### config.mk
export PLATFORM = sky130hd
export DESIGN_NAME = stream_demux_1to2_flat
export DESIGN_NICKNAME = d
export VERILOG_FILES = /design/src/rtl/stream_demux_1to2_if.sv /design/src/rtl/stream_demux_1to2.sv /design/src/flat_wrapper.sv
export SDC_FILE = /design/constraint.sdc
export NUM_CORES = 1
export LEC_CHECK = 0
export ABC_AREA = 1
export CORE_MARGIN = 2
export CORE_UTILIZATION = 45
export CTS_BUF_LIST = sky130_fd_sc_hd__clkbuf_8
export DETAILED_ROUTE_END_ITERATION = 10
export HOLD_SLACK_MARGIN = 0.15
export PLACE_DENSITY = 0.76
export SLEW_MARGIN = 15
export SYNTH_ARGS = -nofsm -noshare
export SYNTH_HDL_FRONTEND = slang
export SYNTH_SLANG_ARGS = --single-unit
export TNS_END_PERCENT = 20
### constraint.sdc
create_clock -name clk -period 4.6 [get_ports clk]
set_clock_uncertainty 0.15 [all_clocks]
set_input_delay 0.92 -clock clk [delete_from_list [all_inputs] [get_ports clk]]
set_output_delay 0.92 -clock clk [all_outputs]
set_load 0.02 [all_outputs]
### src/rtl/stream_demux_1to2_if.sv
// Bundle of the shared input stream, the two routed output streams and the packet counters.
// The slave modport is the demux side; the master modport is the source/consumer side.
interface stream_demux_1to2_if #(
    parameter int DATA_W = 8,
    parameter int CNT_W  = 8
);
    logic              in_valid;
    logic              in_ready;
    logic [DATA_W-1:0] in_data;
    logic              in_last;
    logic              in_sel;

    logic              a_valid;
    logic              a_ready;
    logic [DATA_W-1:0] a_data;
    logic              a_last;

    logic              b_valid;
    logic              b_ready;
    logic [DATA_W-1:0] b_data;
    logic              b_last;

    logic [CNT_W-1:0]  a_pkt_cnt;
    logic [CNT_W-1:0]  b_pkt_cnt;

    modport master (
        output in_valid, in_data, in_last, in_sel, a_ready, b_ready,
        input  in_ready, a_valid, a_data, a_last, b_valid, b_data, b_last,
               a_pkt_cnt, b_pkt_cnt
    );

    modport slave (
        input  in_valid, in_data, in_last, in_sel, a_ready, b_ready,
        output in_ready, a_valid, a_data, a_last, b_valid, b_data, b_last,
               a_pkt_cnt, b_pkt_cnt
    );
endinterface

### src/rtl/stream_demux_1to2.sv
// Packet-aware 1:2 stream demux: the route is chosen on a packet's first beat and held
// until its last beat; each output sits behind a one-entry register slice.
module stream_demux_1to2 #(
    parameter int DATA_W = 8,
    parameter int CNT_W  = 8
) (
    input  logic                    clk,
    input  logic                    rst_n,
    stream_demux_1to2_if.slave      bus
);
    typedef enum logic [1:0] {IDLE, LOCK_A, LOCK_B} state_t;

    state_t            state_q, state_d;
    logic              route_b;
    logic              in_ready;
    logic              accept;

    // Index 0 is port A, index 1 is port B.
    logic [1:0]        slice_ready;
    logic [1:0]        slice_valid;
    logic [1:0]        slice_drain;
    logic [1:0]        slice_load;
    logic [1:0]        slice_last;
    logic [DATA_W-1:0] slice_data [2];
    logic [CNT_W-1:0]  slice_cnt  [2];

    assign slice_ready = {bus.b_ready, bus.a_ready};
    assign accept      = bus.in_valid & in_ready;
    assign slice_load  = {accept & route_b, accept & ~route_b};

    // State register
    always_ff @(posedge clk or negedge rst_n) begin
        if (!rst_n) begin
            state_q <= IDLE;
        end else begin
            state_q <= state_d;
        end
    end

    // Next-state logic
    always_comb begin
        state_d = state_q;
        case (state_q)
            IDLE: begin
                if (accept && !bus.in_last) begin
                    state_d = bus.in_sel ? LOCK_B : LOCK_A;
                end
            end
            LOCK_A, LOCK_B: begin
                if (accept && bus.in_last) begin
                    state_d = IDLE;
                end
            end
            default: state_d = IDLE;
        endcase
    end

    // Output logic: a slice that drains this cycle can take the next beat in the same cycle.
    always_comb begin
        route_b  = (state_q == LOCK_B) || ((state_q == IDLE) && bus.in_sel);
        in_ready = rst_n && (route_b ? (!slice_valid[1] || slice_drain[1])
                                     : (!slice_valid[0] || slice_drain[0]));
    end

    generate
        for (genvar gi = 0; gi < 2; gi++) begin : g_slice
            logic              valid_q;
            logic              last_q;
            logic [DATA_W-1:0] data_q;
            logic [CNT_W-1:0]  cnt_q;

            assign slice_drain[gi] = valid_q & slice_ready[gi];

            always_ff @(posedge clk or negedge rst_n) begin
                if (!rst_n) begin
                    valid_q <= 1'b0;
                    last_q  <= 1'b0;
                    data_q  <= '0;
                end else if (slice_load[gi]) begin
                    valid_q <= 1'b1;
                    last_q  <= bus.in_last;
                    data_q  <= bus.in_data;
                end else if (slice_drain[gi]) begin
                    valid_q <= 1'b0;
                end
            end

            // Saturating count of completed packets handed to the consumer.
            always_ff @(posedge clk or negedge rst_n) begin
                if (!rst_n) begin
                    cnt_q <= '0;
                end else if (slice_drain[gi] && last_q && (cnt_q != {CNT_W{1'b1}})) begin
                    cnt_q <= cnt_q + CNT_W'(1);
                end
            end

            assign slice_valid[gi] = valid_q;
            assign slice_last[gi]  = last_q;
            assign slice_data[gi]  = data_q;
            assign slice_cnt[gi]   = cnt_q;
        end
    endgenerate

    assign bus.in_ready  = in_ready;
    assign bus.a_valid   = slice_valid[0];
    assign bus.a_data    = slice_data[0];
    assign bus.a_last    = slice_last[0];
    assign bus.b_valid   = slice_valid[1];
    assign bus.b_data    = slice_data[1];
    assign bus.b_last    = slice_last[1];
    assign bus.a_pkt_cnt = slice_cnt[0];
    assign bus.b_pkt_cnt = slice_cnt[1];
endmodule
### src/flat_wrapper.sv
// flat-port wrapper written by rule: the top's interface ports become plain ports
module stream_demux_1to2_flat 
#(
    parameter int DATA_W = 8,
    parameter int CNT_W  = 8
)
  (clk, rst_n, bus_in_valid, bus_in_data, bus_in_last, bus_in_sel, bus_a_ready, bus_b_ready, bus_in_ready, bus_a_valid, bus_a_data, bus_a_last, bus_b_valid, bus_b_data, bus_b_last, bus_a_pkt_cnt, bus_b_pkt_cnt);
  stream_demux_1to2_if #(.DATA_W(DATA_W), .CNT_W(CNT_W)) bus_i ();
  input  logic clk;
  input  logic rst_n;
  input wire logic [$bits(bus_i.in_valid)-1:0] bus_in_valid;
  input wire logic [$bits(bus_i.in_data)-1:0] bus_in_data;
  input wire logic [$bits(bus_i.in_last)-1:0] bus_in_last;
  input wire logic [$bits(bus_i.in_sel)-1:0] bus_in_sel;
  input wire logic [$bits(bus_i.a_ready)-1:0] bus_a_ready;
  input wire logic [$bits(bus_i.b_ready)-1:0] bus_b_ready;
  output wire logic [$bits(bus_i.in_ready)-1:0] bus_in_ready;
  output wire logic [$bits(bus_i.a_valid)-1:0] bus_a_valid;
  output wire logic [$bits(bus_i.a_data)-1:0] bus_a_data;
  output wire logic [$bits(bus_i.a_last)-1:0] bus_a_last;
  output wire logic [$bits(bus_i.b_valid)-1:0] bus_b_valid;
  output wire logic [$bits(bus_i.b_data)-1:0] bus_b_data;
  output wire logic [$bits(bus_i.b_last)-1:0] bus_b_last;
  output wire logic [$bits(bus_i.a_pkt_cnt)-1:0] bus_a_pkt_cnt;
  output wire logic [$bits(bus_i.b_pkt_cnt)-1:0] bus_b_pkt_cnt;
  assign bus_i.in_valid = bus_in_valid;
  assign bus_i.in_data = bus_in_data;
  assign bus_i.in_last = bus_in_last;
  assign bus_i.in_sel = bus_in_sel;
  assign bus_i.a_ready = bus_a_ready;
  assign bus_i.b_ready = bus_b_ready;
  assign bus_in_ready = bus_i.in_ready;
  assign bus_a_valid = bus_i.a_valid;
  assign bus_a_data = bus_i.a_data;
  assign bus_a_last = bus_i.a_last;
  assign bus_b_valid = bus_i.b_valid;
  assign bus_b_data = bus_i.b_data;
  assign bus_b_last = bus_i.b_last;
  assign bus_a_pkt_cnt = bus_i.a_pkt_cnt;
  assign bus_b_pkt_cnt = bus_i.b_pkt_cnt;
  stream_demux_1to2 #(.DATA_W(DATA_W), .CNT_W(CNT_W)) u_core (.clk(clk), .rst_n(rst_n), .bus(bus_i));
endmodule
==> results by group, run 1 <==
Global route
  – First-pass GRT wire length: 5927 um
  – Vias in the first global route: 1,358
  – Largest net degree at the start of global routing: 39
  – Total gr overflow: 0
  – Initial antenna violation count: 0
  – GRT Resource Usage Total: 17.17%

Floorplanning
  – Initial Util: 46.60%
  – Core ar.: 0.003971 mm^2
  – Die W: 68.13 um
  – Top Ports: 52
  – FP Rows: 23
  – Die height: 68.13 um
  – Die area: 0.004641 mm^2

Min path
  – Sink of the worst hold path: u_core.state_q[0]$_DFFE_PN0P_
  – Hold Path Depth: 2
  – HP Class: flop to flop
  – Hold Crit Start: u_core.state_q[0]$_DFFE_PN0P_

Timing
  – Min Tclk post-route: 3.628 ns
  – Max Fclk: 275.6 MHz
  – Hold Fails Final Rpt: 0
  – Setup TNS: 0 ns
  – Final setup vio count: 0
  – Tcrit/Tclk final: 78.88%
  – Slew Viols, Final: 0
  – Slew headroom: 68.35%
  – RSZ-0062 raised after global routing: no
  – Worst slew pin tran: 0.4748 ns

Run
  – Max-cap violations: 0

Pwr
  – VDD IR-drop max: 0.3540 mV
  – LEAKAGE: 1.228 nW
  – PD cells: 585.7 mW/mm^2

Synthesis
  – Synth Area per Inst: 8.940 um^2
  – Commonest cells post-synth: nand2_1 (69), dfrtp_1 (38), inv_1 (28)
  – Synthesis Warnings: 0
  – Synth top area share: 51.39%
  – EDFF count, synth: 0
  – Seq cells post-synth: 38
  – Synth Flop Type: dfrtp_1
  – Synth top area cells: dfrtp_1 (51%), nand2_1 (14%), o21ai_2 (7.1%)
  – Asr flop ratio synth: 100.0%
  – Most common cell in the synthesized netlist: nand2_1
  – Syn Nets: 226
  – Synth Cell Area: 0.001851 mm^2
  – Register area share after synthesis: 51.39%
  – Post-synth top area cell: dfrtp_1
  – Cell count after synthesis: 207
  – Synth unique cells: 23

Clock network
  – Clock Tree Buf Depth: 2
  – Clock buffer count from CTS: 5
  – CTS Hold Buffers Added: 0
  – Setup Fix Bufs, Post-CTS: 0
  – Worst-Skew Late Latency: 0.29 ns
  – PostCTS Resize Cnt: 0
  – CTS clk-pin slew, worst paths: 0.08 ns
  – CTS Sinks: 38
  – Root buffer cell: clkbuf_8
  – H-tree levels: 2
  – CTS tree: done

Run status
  – Status: finished clean

Routing
  – Routed Antenna Nets: 0
  – Initial DRC Count: 78
  – Vias: 1,473
  – Number of vias per cell: 4.691
  – Drt pass-1 iters: 4
  – WL per Instance: 11.25 um
  – Drt drc: 0
  – Post-Route WL: 3532 um

Placement
  – Post-placement cell area: 0.002399 mm^2
  – GPL Wtd Cong: 0.8209
  – DPL Wire Length: 2556 um
  – I/O Buffers: 51

Setup path
  – FF-to-FF path depth: 10
  – CP Capture Type: primary output
  – Crit path max fanout: 5
  – Setup CP Type: primary input to primary output
  – CP Data Arrival Time: 2.56 ns
  – Reg-to-Reg End: u_core.bus.a_data[5]$_DFFE_PN0P_
  – Worst Setup Start Kind: primary input
  – FF-to-FF Start: u_core.state_q[1]$_DFFE_PN0P_
  – WP data required: 3.53 ns
  – FF-to-FF setup slack: 2.56 ns

Finish
  – Synthesis-to-layout area growth: 35.56%
  – Post-route cell area: 0.002509 mm^2
  – Final #Nets: 282
  – Share of cells above drive strength 1: 12.12%
  – Diodes inserted: 0
[area by class of cell]
class | instances | area [um^2]
Tap cell | 50 | 62.56
Sequential cell | 38 | 950.9
Multi-Input combinational cell | 137 | 763.2
Inverter | 29 | 108.9
Timing Repair Buffer | 52 | 513.0
Clock inverter | 3 | 41.29
Clock buffer | 5 | 68.82
Fill cell | 347 | 1463
[metal layers]
metal	wire, um	GRT usage, %	vias up	share of wire [%]
met5	0	0	-	0
met4	38	6.000	0	1.1
met3	323	7.895	6	9.1
met2	1531	25.73	39	43
met1	1639	21.83	674	46
li1	-	-	754	-
[placed cells by master, fill, tap and decap left out, types with 2 or more instances in the layout]
| cell | netlist | layout |
|---|---|---|
| and3_1 | 2 | 2 |
| clkbuf_8 | 0 | 5 |
| clkdlybuf4s50_1 | 0 | 50 |
| dfrtp_1 | 38 | 38 |
| ha_1 | 4 | 4 |
| inv_1 | 28 | 29 |
| nand2_1 | 69 | 69 |
| nand2_2 | 3 | 3 |
| nand3_1 | 8 | 8 |
| nand4_1 | 5 | 5 |
| nor2_1 | 9 | 9 |
| nor3_1 | 2 | 2 |
| o21ai_0 | 3 | 3 |
| o21ai_1 | 3 | 3 |
| o21ai_2 | 15 | 15 |
| xnor2_1 | 3 | 3 |
| xor2_1 | 6 | 6 |
[report_power, final]
part	leakage (nW)	total, mW	internal (mW)	switching (mW)
logic	0.683	0.654	0.298	0.357
clock network	0.0556	0.276	0.160	0.117
registers	0.489	0.539	0.451	0.0878
[how the worst max path moves through the flow]
stage                           from            to  slack (ns)  depth (start not counted)
after CTS                 bus_in_sel  bus_in_ready        0.97                          7
after global placement    bus_in_sel  bus_in_ready        1.02                          7
after global routing      bus_in_sel  bus_in_ready        0.88                          7
after floorplan           bus_in_sel  bus_in_ready        2.07                          5
after detailed placement  bus_in_sel  bus_in_ready        0.97                          7
final                     bus_in_sel  bus_in_ready        0.97                          7
[logic make-up (layout without fill, tap and decap cells)]
family,Yosys count,count (layout),share of synthesized area (%)
buffers and inverters,32,89,7.369
flip-flops,38,38,51.39
AND/OR/NAND/NOR,103,103,25.56
XOR/XNOR,9,9,4.260
adder cells (fa/ha/maj),4,4,2.705
AO/OA/AOI/OAI,21,21,8.722
[through the flow]
stage	std cells	utilization (%)	hold slack [ns]	setup WS (ns)	power, mW
4_1_cts	314	63.17	0.3276	0.9699	1.486
2_1_floorplan	207	-	0.2919	2.072	0.9119
6_report	314	63.17	0.3251	0.9715	1.469
5_1_grt	314	63.17	0.3571	0.8758	1.565
3_3_place_gp	306	60.40	0.3087	1.018	1.192
3_5_place_dp	306	60.40	0.3080	0.9721	1.202
[critical path: stages]
cell and delay [ns]:
clkdlybuf4s50_1 0.43, nand2_2 0.12, nand2_2 0.10, nand2_1 0.07
nand2_1 0.08, nor2_4 0.19, clkdlybuf4s50_1 0.65
[flip-flops by register name, indices dropped and copies added, names as in the netlist]
signal,count
u_core.bus.a_data,8
u_core.bus.a_last,1
u_core.bus.a_pkt_cnt,8
u_core.bus.a_valid,1
u_core.bus.b_data,8
u_core.bus.b_last,1
u_core.bus.b_pkt_cnt,8
u_core.bus.b_valid,1
u_core.state_q,2
Note: power is estimated with default switching activity, not from simulation.
==> inputs of run 2 (changes only) <==
==> constraint.sdc (replaced) <==
create_clock -name clk -period 3.6 [get_ports clk]
set_clock_uncertainty 0.15 [all_clocks]
set_input_delay 0.72 -clock clk [delete_from_list [all_inputs] [get_ports clk]]
set_output_delay 0.72 -clock clk [all_outputs]
set_load 0.02 [all_outputs]
==> results by group, run 2 (synthesis gave the netlist of run 1 again) <==
Routing
  – Drt pass-1 iters: 4 (unchanged)
  – Metal3 WL: 304 um (-5.9%)
  – WL met1: 1576 um (-3.8%)
  – Vias: 1,481 (+0.54%)
  – Initial DRC Count: 92 (+18%)
  – Met2 WL: 1515 um (-1.0%)
  – Drt drc: 0 (unchanged)
  – WL per Instance: 11.06 um (-1.7%)
  – Post-Route WL: 3472 um (-1.7%)
  – Top sig layer: met4
  – Number of vias per cell: 4.717 (+0.54%)
  – Routed Antenna Nets: 0 (unchanged)

Timing
  – Max Fclk: 312.6 MHz
  – Slew Viols, Final: 0 (unchanged)
  – RSZ-0062 raised after global routing: no
  – Min Tclk post-route: 3.199 ns
  – Slew headroom: 68.51% (+0.16 points)
  – Fin worst setup slack: 0.4013 ns (-0.5702 ns)
  – Setup TNS: 0 ns (unchanged)
  – Hold Fails Final Rpt: 0 (unchanged)
  – Worst slew pin tran: 0.4723 ns (-0.002417 ns)
  – Final setup vio count: 0 (unchanged)
  – Tcrit/Tclk final: 88.85%
  – Hold slack: 0.3312 ns (+0.006144 ns)

Setup path
  – Crit path max fanout: 5 (unchanged)
  – Worst Setup Start Kind: primary input
  – Crit. Startpoint: bus_in_sel
  – CP cell instances: clkdlybuf4s50_1 -> nand2_2 -> nand2_2 -> nand2_1 -> nand2_1 -> nor2_4 -> clkdlybuf4s50_1
  – FF-to-FF Start: u_core.state_q[1]$_DFFE_PN0P_
  – Setup CP Type: primary input to primary output
  – CP Capture Type: primary output
  – FF-to-FF path depth: 10 (unchanged)
  – Crit-path slowest cell: clkdlybuf4s50_1
  – FF-to-FF setup slack: 1.60 ns (-0.96 ns)
  – Reg-to-Reg End: u_core.bus.a_data[2]$_DFFE_PN0P_
  – Critical path capture point: bus_in_ready
  – CP Data Arrival Time: 2.33 ns (-0.23 ns)
  – Max incr delay on CP: 0.64 ns (about the same)
  – WP data required: 2.73 ns (-0.80 ns)

Floorplanning
  – Die height: 68.13 um (unchanged)
  – Core ar.: 0.003971 mm^2 (unchanged)
  – Initial Util: 46.60% (unchanged)
  – Die W: 68.13 um (unchanged)
  – Die area: 0.004641 mm^2 (unchanged)
  – Top Ports: 52 (unchanged)
  – FP Rows: 23 (unchanged)

Pwr
  – PD cells: 729.0 mW/mm^2 (+24%)
  – Comb pwr share: 46.0% (+1.5 points)
  – VDD IR-drop max: 0.4115 mV (+16%)
  – LEAKAGE: 1.224 nW (-0.26%)
  – Switching power: 0.7064 mW (+26%)
  – Pwr Total: 1.815 mW (+24%)
  – Sequential power share: 37.8% (+1.1 points)
  – Switching Fraction: 38.92% (+0.72 points)
  – P_int: 1.109 mW (+22%)
  – Clock network power share: 16.2% (-2.6 points)

Global route
  – Vias in the first global route: 1,363 (+0.37%)
  – Total gr overflow: 0 (unchanged)
  – GRT Resource Usage Total: 17.21% (+0.036 points)
  – Initial antenna violation count: 0 (unchanged)
  – First-pass GRT wire length: 5761 um (-2.8%)
  – Largest net degree at the start of global routing: 39 (unchanged)

Finish
  – Final #Nets: 282 (unchanged)
  – Diodes inserted: 0 (unchanged)
  – Share of cells above drive strength 1: 12.12% (unchanged)
  – Synthesis-to-layout area growth: 34.55%
  – Fin cells: 314 (unchanged)
  – Highest-count cells in the layout ignoring fill and taps: nand2_1 (69), clkdlybuf4s50_1 (50), dfrtp_1 (38)
  – Commonest non-fill, non-tap cell in the layout: nand2_1

Placement
  – I/O Buffers: 51 (unchanged)
  – DPL Wire Length: 2516 um (-1.6%)
  – Pre-CTS setup slack: 0.4083 ns (-0.5637 ns)
  – Inst Count DP: 306 (unchanged)
  – GPL Wtd Cong: 0.8070 (-1.7%)

Clock network
  – CTS Sinks: 38 (unchanged)
  – Root buffer cell: clkbuf_8
  – Setup Fix Bufs, Post-CTS: 0 (unchanged)
  – CTS clk-pin slew, worst paths: 0.07 ns (about the same)
  – PostCTS Resize Cnt: 0 (unchanged)
  – Worst-Skew Late Latency: 0.28 ns (about the same)
  – Clock buffer count from CTS: 5 (unchanged)
  – H-tree levels: 2 (unchanged)
  – CTS Hold Buffers Added: 0 (unchanged)
  – Clock Tree Buf Depth: 2 (unchanged)
  – CTS tree: done

Run status
  – Status: finished clean

Run
  – Max-cap violations: 0 (unchanged)

Min path
  – HP Class: flop to flop
run 2: layer usage:
| metal | vias to the layer above | GRT usage (%) |
|---|---|---|
| met2 | 47 | 26.33 |
| met1 | 667 | 20.38 |
| li1 | 761 | - |
| met3 | 6 | 7.072 |
| met4 | 0 | 9.750 |
| met5 | - | 0 |
run 2: area by class of cell:
type                       count  area, um^2
clock buffer                   6       82.58
inverter                      29       108.9
multi-input combinational    137       763.2
fill                         344        1481
tap                           50       62.56
sequential                    38       950.9
timing repair buffer          52       513.0
clock inverter                 2       8.758
run 2: how the worst min path moves through the flow:
stage / startpoint / end / slack (ns) / cells past startpoint
finish: u_core.state_q[0]$_DFFE_PN0P_ / u_core.state_q[0]$_DFFE_PN0P_ / 0.33 / 2
global route: u_core.state_q[0]$_DFFE_PN0P_ / u_core.state_q[0]$_DFFE_PN0P_ / 0.35 / 2
CTS: u_core.bus.a_data[4]$_DFFE_PN0P_ / u_core.bus.a_data[4]$_DFFE_PN0P_ / 0.34 / 2
detailed placement: u_core.bus.a_data[4]$_DFFE_PN0P_ / u_core.bus.a_data[4]$_DFFE_PN0P_ / 0.32 / 2
global placement: u_core.state_q[0]$_DFFE_PN0P_ / u_core.state_q[0]$_DFFE_PN0P_ / 0.31 / 2
floorplan: rst_n / u_core.bus.a_data[0]$_DFFE_PN0P_ / 0.27 / 0
run 2: metrics by stage:
stage	instance area [um^2]	utilization [%]
detailed placement	2399	60.40
floorplan	1851	-
global placement	2399	60.40
finish	2490	62.70
CTS	2490	62.70
global route	2490	62.70
run 2: worst max-delay path: cells and delay by family:
kind	cells	cell delay (ns)
buf+inv	2	1.07
simple gates	5	0.54
run 2: power groups by stage:
stage	Sequential (mW)	Clock, mW	Combinational [mW]
2_1_floorplan	0.848	0	0.318
3_3_place_gp	0.689	0	0.833
3_5_place_dp	0.690	0	0.845
4_1_cts	0.688	0.305	0.847
5_1_grt	0.707	0.323	0.915
6_report	0.687	0.294	0.835
==> inputs of run 3 (changes only) <==
--- a/config.mk
+++ b/config.mk
@@ -6,7 +6,6 @@
 export NUM_CORES = 1
 export LEC_CHECK = 0
 export ABC_AREA = 1
-export CORE_MARGIN = 2
 export CORE_UTILIZATION = 45
 export CTS_BUF_LIST = sky130_fd_sc_hd__clkbuf_8
 export DETAILED_ROUTE_END_ITERATION = 10
==> results by group, run 3 (synthesis gave the netlist of run 1 again) <==
Setup path
  – Critical path capture point: bus_in_ready
  – FF-to-FF Start: u_core.state_q[1]$_DFFE_PN0P_
  – Reg-to-Reg End: u_core.bus.a_data[3]$_DFFE_PN0P_
  – WP data required: 2.73 ns (about the same)
  – Crit. Startpoint: bus_in_sel
  – CP cell instances: clkdlybuf4s50_1 -> nand2_2 -> nand2_2 -> nand2_1 -> nand2_1 -> nor2_4 -> clkdlybuf4s50_1
  – Setup CP Type: primary input to primary output
  – CP Data Arrival Time: 2.35 ns (+0.02 ns)
  – FF-to-FF setup slack: 1.57 ns (-0.03 ns)
  – Max incr delay on CP: 0.65 ns (about the same)
  – Crit path max fanout: 5 (unchanged)
  – Worst Setup Start Kind: primary input
  – Crit-path slowest cell: clkdlybuf4s50_1
  – CP Capture Type: primary output
  – FF-to-FF path depth: 10 (unchanged)

Timing
  – Slew Viols, Final: 0 (unchanged)
  – Hold Fails Final Rpt: 0 (unchanged)
  – Max Fclk: 310.7 MHz (-0.62%)
  – RSZ-0062 raised after global routing: no
  – Min Tclk post-route: 3.219 ns (+0.02001 ns)
  – Slew headroom: 68.74% (+0.23 points)
  – Final setup vio count: 0 (unchanged)
  – Hold slack: 0.3305 ns (-0.0007480 ns)
  – Worst slew pin tran: 0.4689 ns (-0.003440 ns)
  – Fin worst setup slack: 0.3813 ns (-0.02001 ns)
  – Setup TNS: 0 ns (unchanged)
  – Tcrit/Tclk final: 89.41% (+0.56 points)

Placement
  – DPL Wire Length: 2492 um (-0.94%)
  – Inst Count DP: 304 (-0.65%)
  – GPL Wtd Cong: 0.7515 (-6.9%)
  – I/O Buffers: 51 (unchanged)
  – Pre-CTS setup slack: 0.3823 ns (-0.02600 ns)

Pwr
  – Pwr Total: 1.816 mW (about the same)
  – PD cells: 730.0 mW/mm^2 (+0.14%)
  – VDD IR-drop max: 0.4074 mV (-1.0%)
  – LEAKAGE: 1.224 nW (unchanged)

Clock network
  – CTS Hold Buffers Added: 0 (unchanged)
  – CTS tree: done
  – CTS Sinks: 38 (unchanged)
  – CTS clk-pin slew, worst paths: 0.07 ns (about the same)
  – Root buffer cell: clkbuf_8
  – H-tree levels: 2 (unchanged)
  – Clock Tree Buf Depth: 2 (unchanged)
  – Setup Fix Bufs, Post-CTS: 0 (unchanged)
  – Clock buffer count from CTS: 5 (unchanged)
  – PostCTS Resize Cnt: 0 (unchanged)
  – Worst-Skew Late Latency: 0.28 ns (about the same)

Global route
  – GRT Resource Usage Total: 19.04% (+1.8 points)
  – Largest net degree at the start of global routing: 39 (unchanged)
  – First-pass GRT wire length: 6237 um (+8.3%)
  – Total gr overflow: 0 (unchanged)
  – Vias in the first global route: 1,454 (+6.7%)
  – Initial antenna violation count: 0 (unchanged)

Run
  – Max-cap violations: 0 (unchanged)

Routing
  – Number of vias per cell: 4.795 (+1.7%)
  – Drt drc: 0 (unchanged)
  – Initial DRC Count: 60 (-35%)
  – Routed Antenna Nets: 0 (unchanged)
  – WL per Instance: 11.09 um (+0.26%)
  – Post-Route WL: 3459 um (-0.37%)
  – Drt pass-1 iters: 4 (unchanged)
  – Vias: 1,496 (+1.0%)

Finish
  – Final #Nets: 282 (unchanged)
  – Commonest non-fill, non-tap cell in the layout: nand2_1
  – Highest-count cells in the layout ignoring fill and taps: nand2_1 (69), clkdlybuf4s50_1 (50), dfrtp_1 (38)
  – Fin cells: 312 (-0.64%)
  – Share of cells above drive strength 1: 12.12% (unchanged)
  – Fill count: 339 (-1.5%)
  – Synthesis-to-layout area growth: 34.42%
  – Diodes inserted: 0 (unchanged)

Floorplanning
  – Die area: 0.004373 mm^2 (-5.8%)
  – Core ar.: 0.003799 mm^2 (-4.3%)
  – Die height: 66.13 um (-2.9%)
  – Top Ports: 52 (unchanged)
  – Die W: 66.13 um (-2.9%)
  – Initial Util: 48.72% (+2.1 points)
  – FP Rows: 22 (-4.3%)

Min path
  – HP Class: flop to flop

Run status
  – Status: finished clean
## run 3: cell counts in the layout (fill, tap and decap cells not counted)
No cell type changed its count.
## run 3: critical path: cells and delay by family
kind          cells  cell delay (ns)
buf+inv           2             1.09
simple gates      5             0.54
## run 3: cell type report
class	count	area, um^2	area share (%)
repair buffers	52	513.0	20.62
inverters	29	108.9	4.376
flip-flops and latches	38	950.9	38.23
well taps	48	60.06	2.414
clock buffers	6	82.58	3.320
clock inverters	2	8.758	0.3521
multi-input cells	137	763.2	30.68
## run 3: worst min path at each step
stage	startpoint	end	slack [ns]	cells after the start
after detailed placement	u_core.state_q[0]$_DFFE_PN0P_	u_core.state_q[0]$_DFFE_PN0P_	0.31	2
after global routing	u_core.bus.b_data[0]$_DFFE_PN0P_	u_core.bus.b_data[0]$_DFFE_PN0P_	0.36	2
after global placement	u_core.state_q[0]$_DFFE_PN0P_	u_core.state_q[0]$_DFFE_PN0P_	0.31	2
final	u_core.state_q[0]$_DFFE_PN0P_	u_core.state_q[0]$_DFFE_PN0P_	0.33	2
after floorplan	rst_n	u_core.bus.a_data[0]$_DFFE_PN0P_	0.27	0
after CTS	u_core.state_q[0]$_DFFE_PN0P_	u_core.state_q[0]$_DFFE_PN0P_	0.33	2
## run 3: power by group
part	internal [mW]	switching, mW	leakage (nW)
Clock	0.152	0.143	0.0524
Sequential	0.576	0.110	0.489
Combinational	0.380	0.455	0.683
Total	1.11	0.708	1.22
## run 3: per-stage QoR
stage          instance area [um^2]  util [%]
3_5_place_dp                   2396     63.08
5_1_grt                        2487     65.48
2_1_floorplan                  1851         -
3_3_place_gp                   2396     63.08
4_1_cts                        2487     65.48
6_report                       2487     65.48
## run 3: layer usage
metal  wire (um)  vias to the layer above  track usage [%]
li1            -                      764                -
met1        1649                      685            24.47
met2        1542                       43            29.85
met3         218                        4            5.517
met4          48                        0            7.979
met5           0                        -                0
==> RTL edit (settings of run 2) <==
`DATA_W` is set to 8 in 3 places; all go to 9.
--- a/src/rtl/stream_demux_1to2_if.sv
+++ b/src/rtl/stream_demux_1to2_if.sv
@@ -2,5 +2,5 @@
 // The slave modport is the demux side; the master modport is the source/consumer side.
 interface stream_demux_1to2_if #(
-    parameter int DATA_W = 8,
+    parameter int DATA_W = 9,
     parameter int CNT_W  = 8
 );
--- a/src/rtl/stream_demux_1to2.sv
+++ b/src/rtl/stream_demux_1to2.sv
@@ -2,5 +2,5 @@
 // until its last beat; each output sits behind a one-entry register slice.
 module stream_demux_1to2 #(
-    parameter int DATA_W = 8,
+    parameter int DATA_W = 9,
     parameter int CNT_W  = 8
 ) (
--- a/src/flat_wrapper.sv
+++ b/src/flat_wrapper.sv
@@ -2,5 +2,5 @@
 module stream_demux_1to2_flat 
 #(
-    parameter int DATA_W = 8,
+    parameter int DATA_W = 9,
     parameter int CNT_W  = 8
 )
Interface: changed (resized bus_a_data, bus_b_data and bus_in_data); port bits go from 52 to 55. The function was not compared with the original's and may differ.
==> RTL edit against run 2 <==
- sequential cell count grew 2
- cell area increased by 5.1%
- wire length rose by 6.2%
- power rose by 7.8%
- critical path depth did not move
- setup slack gained 0.038 ns
- register-to-register slack worse by 0.03 ns
- via count shrank 0.61%
- area after synthesis rose by 6.1%
- sequential share of layout area rose by 0.068 points
- critical path type unchanged
==> RTL edit: results (changes against run 2) <==
status complete, no violations; Leak Pwr 0.001253 µW (+2.4%); hpwl dp 2.725 mm (+8.3%); Top FF cell, synth dfrtp_1; drt initial violations 54 (-41%); yosys warns 0 (unchanged); Skew-Pair Late Insertion Delay 0.28 ns (about the same); DR WL/cell 11.59 µm (+4.9%); Critical Path Max Stage Delay 0.62 ns (-0.02 ns); CTS Buf Count 5 (unchanged); Hold Path Class reg -> reg; initial antenna violation count 0 (unchanged); H-tree level count 2 (unchanged); input/output buffers 54 (+5.9%); number of global-route vias before repair 1515 (+11%); Combinational Power Share 47.2% (+1.2 points); layout cells sized above 1 15.04% (+2.9 points); Pre-antenna DRT Iters 4 (unchanged); CTS resizes 0 (unchanged); commonest cells in the netlist nand2_1 (52), dfrtp_1 (40), inv_1 (31); switch share 39.02% (+0.10 points); clk buf depth 2 (unchanged); r2r worst-path depth 10 (unchanged); first-pass GRT wire length 6.782 mm (+18%); Async SR Flop Fraction 100.0% (unchanged); Post-CTS Setup Inserts 0 (unchanged); Slew @ Worst Pin 0.4937 ns (+0.02137 ns); Clk network pwr share 15.1% (-1.1 points); Filler Cell Count 382 (+11%); post-synthesis sequential area ratio 50.99% (-0.40 points); CP delay by family, top buffers and inverters; Synthesized Nets 227 (+0.44%); nets@finish 285 (+1.1%); DRT antenna net count 0 (unchanged); Worst Path Max Fanout 5 (unchanged); Crit-path slowest cell clkdlybuf4s50_1; Clk pin slew, worst setup/hold paths 0.07 ns (about the same); Total GRT Usage 17.09% (-0.12 points); worst ir drop on vdd 0.4507 mV (+9.5%); hold depth 2 (unchanged); Vias/cell 4.629 (-1.9%); Area contributors post-synth dfrtp_1 (51%), nand2_1 (9.9%), inv_1 (5.9%), o21ai_2 (5.4%), nand3_1 (3.1%); Pins Over Slew Limit 0 (unchanged); distinct cell type count after synthesis 25 (+8.7%); largest net degree at the start of global routing 41 (+5.1%); ant diodes 0 (unchanged); routability-driven placement congestion ratio 0.7801 (-3.3%); Place WS 0.4265 ns (+0.01819 ns)
RTL edit: final timing paths:
check	to	slack (ns)	from
max reg2reg	u_core.bus.a_data[6]	1.57	u_core.state_q[0]
min	u_core.state_q[0]	0.33	u_core.state_q[0]
max	bus_in_ready	0.44	bus_in_sel
min in group asynchronous	u_core.bus.a_pkt_cnt[7]	0.40	rst_n
min reg2reg	u_core.state_q[0]	0.33	u_core.state_q[0]
max in group asynchronous	u_core.bus.a_data[0]	2.56	rst_n
RTL edit: through the flow:
step                      util, %  instances  power, µW  instance area [µm²]
after floorplan                 -        207       1274                 1963
after global placement      59.24        310       1656                 2526
after detailed placement    59.24        310       1677                 2526
after CTS                   61.36        318       1984                 2616
after global routing        61.36        318       2102                 2616
final                       61.36        318       1957                 2616
RTL edit: cells by family after synthesis:
kind of cell,share of synthesized area (%)
buf+inv,8.222
fa+ha+maj,2.549
flops,50.99
simple gates,24.60
xor+xnor,4.015
compound gates,9.624
RTL edit: area by class of cell:
| cell class | instances | area [µm²] | share of cell area (%) |
|---|---|---|---|
| Inverter | 31 | 116.4 | 4.448 |
| Timing Repair Buffer | 55 | 543.0 | 20.76 |
| Multi-Input combinational cell | 132 | 800.8 | 30.61 |
| Clock buffer | 6 | 82.58 | 3.156 |
| Clock inverter | 2 | 7.507 | 0.2869 |
| Tap cell | 52 | 65.06 | 2.487 |
| Sequential cell | 40 | 1001 | 38.26 |
RTL edit: per-layer routing:
| metal | up-vias | share of wire, % | GRT usage (%) |
|---|---|---|---|
| met5 | - | 0 | 0 |
| met4 | 0 | 0.24 | 4.487 |
| met3 | 2 | 8.1 | 6.782 |
| met2 | 38 | 47 | 27.09 |
| met1 | 674 | 45 | 21.92 |
| li1 | 758 | - | - |
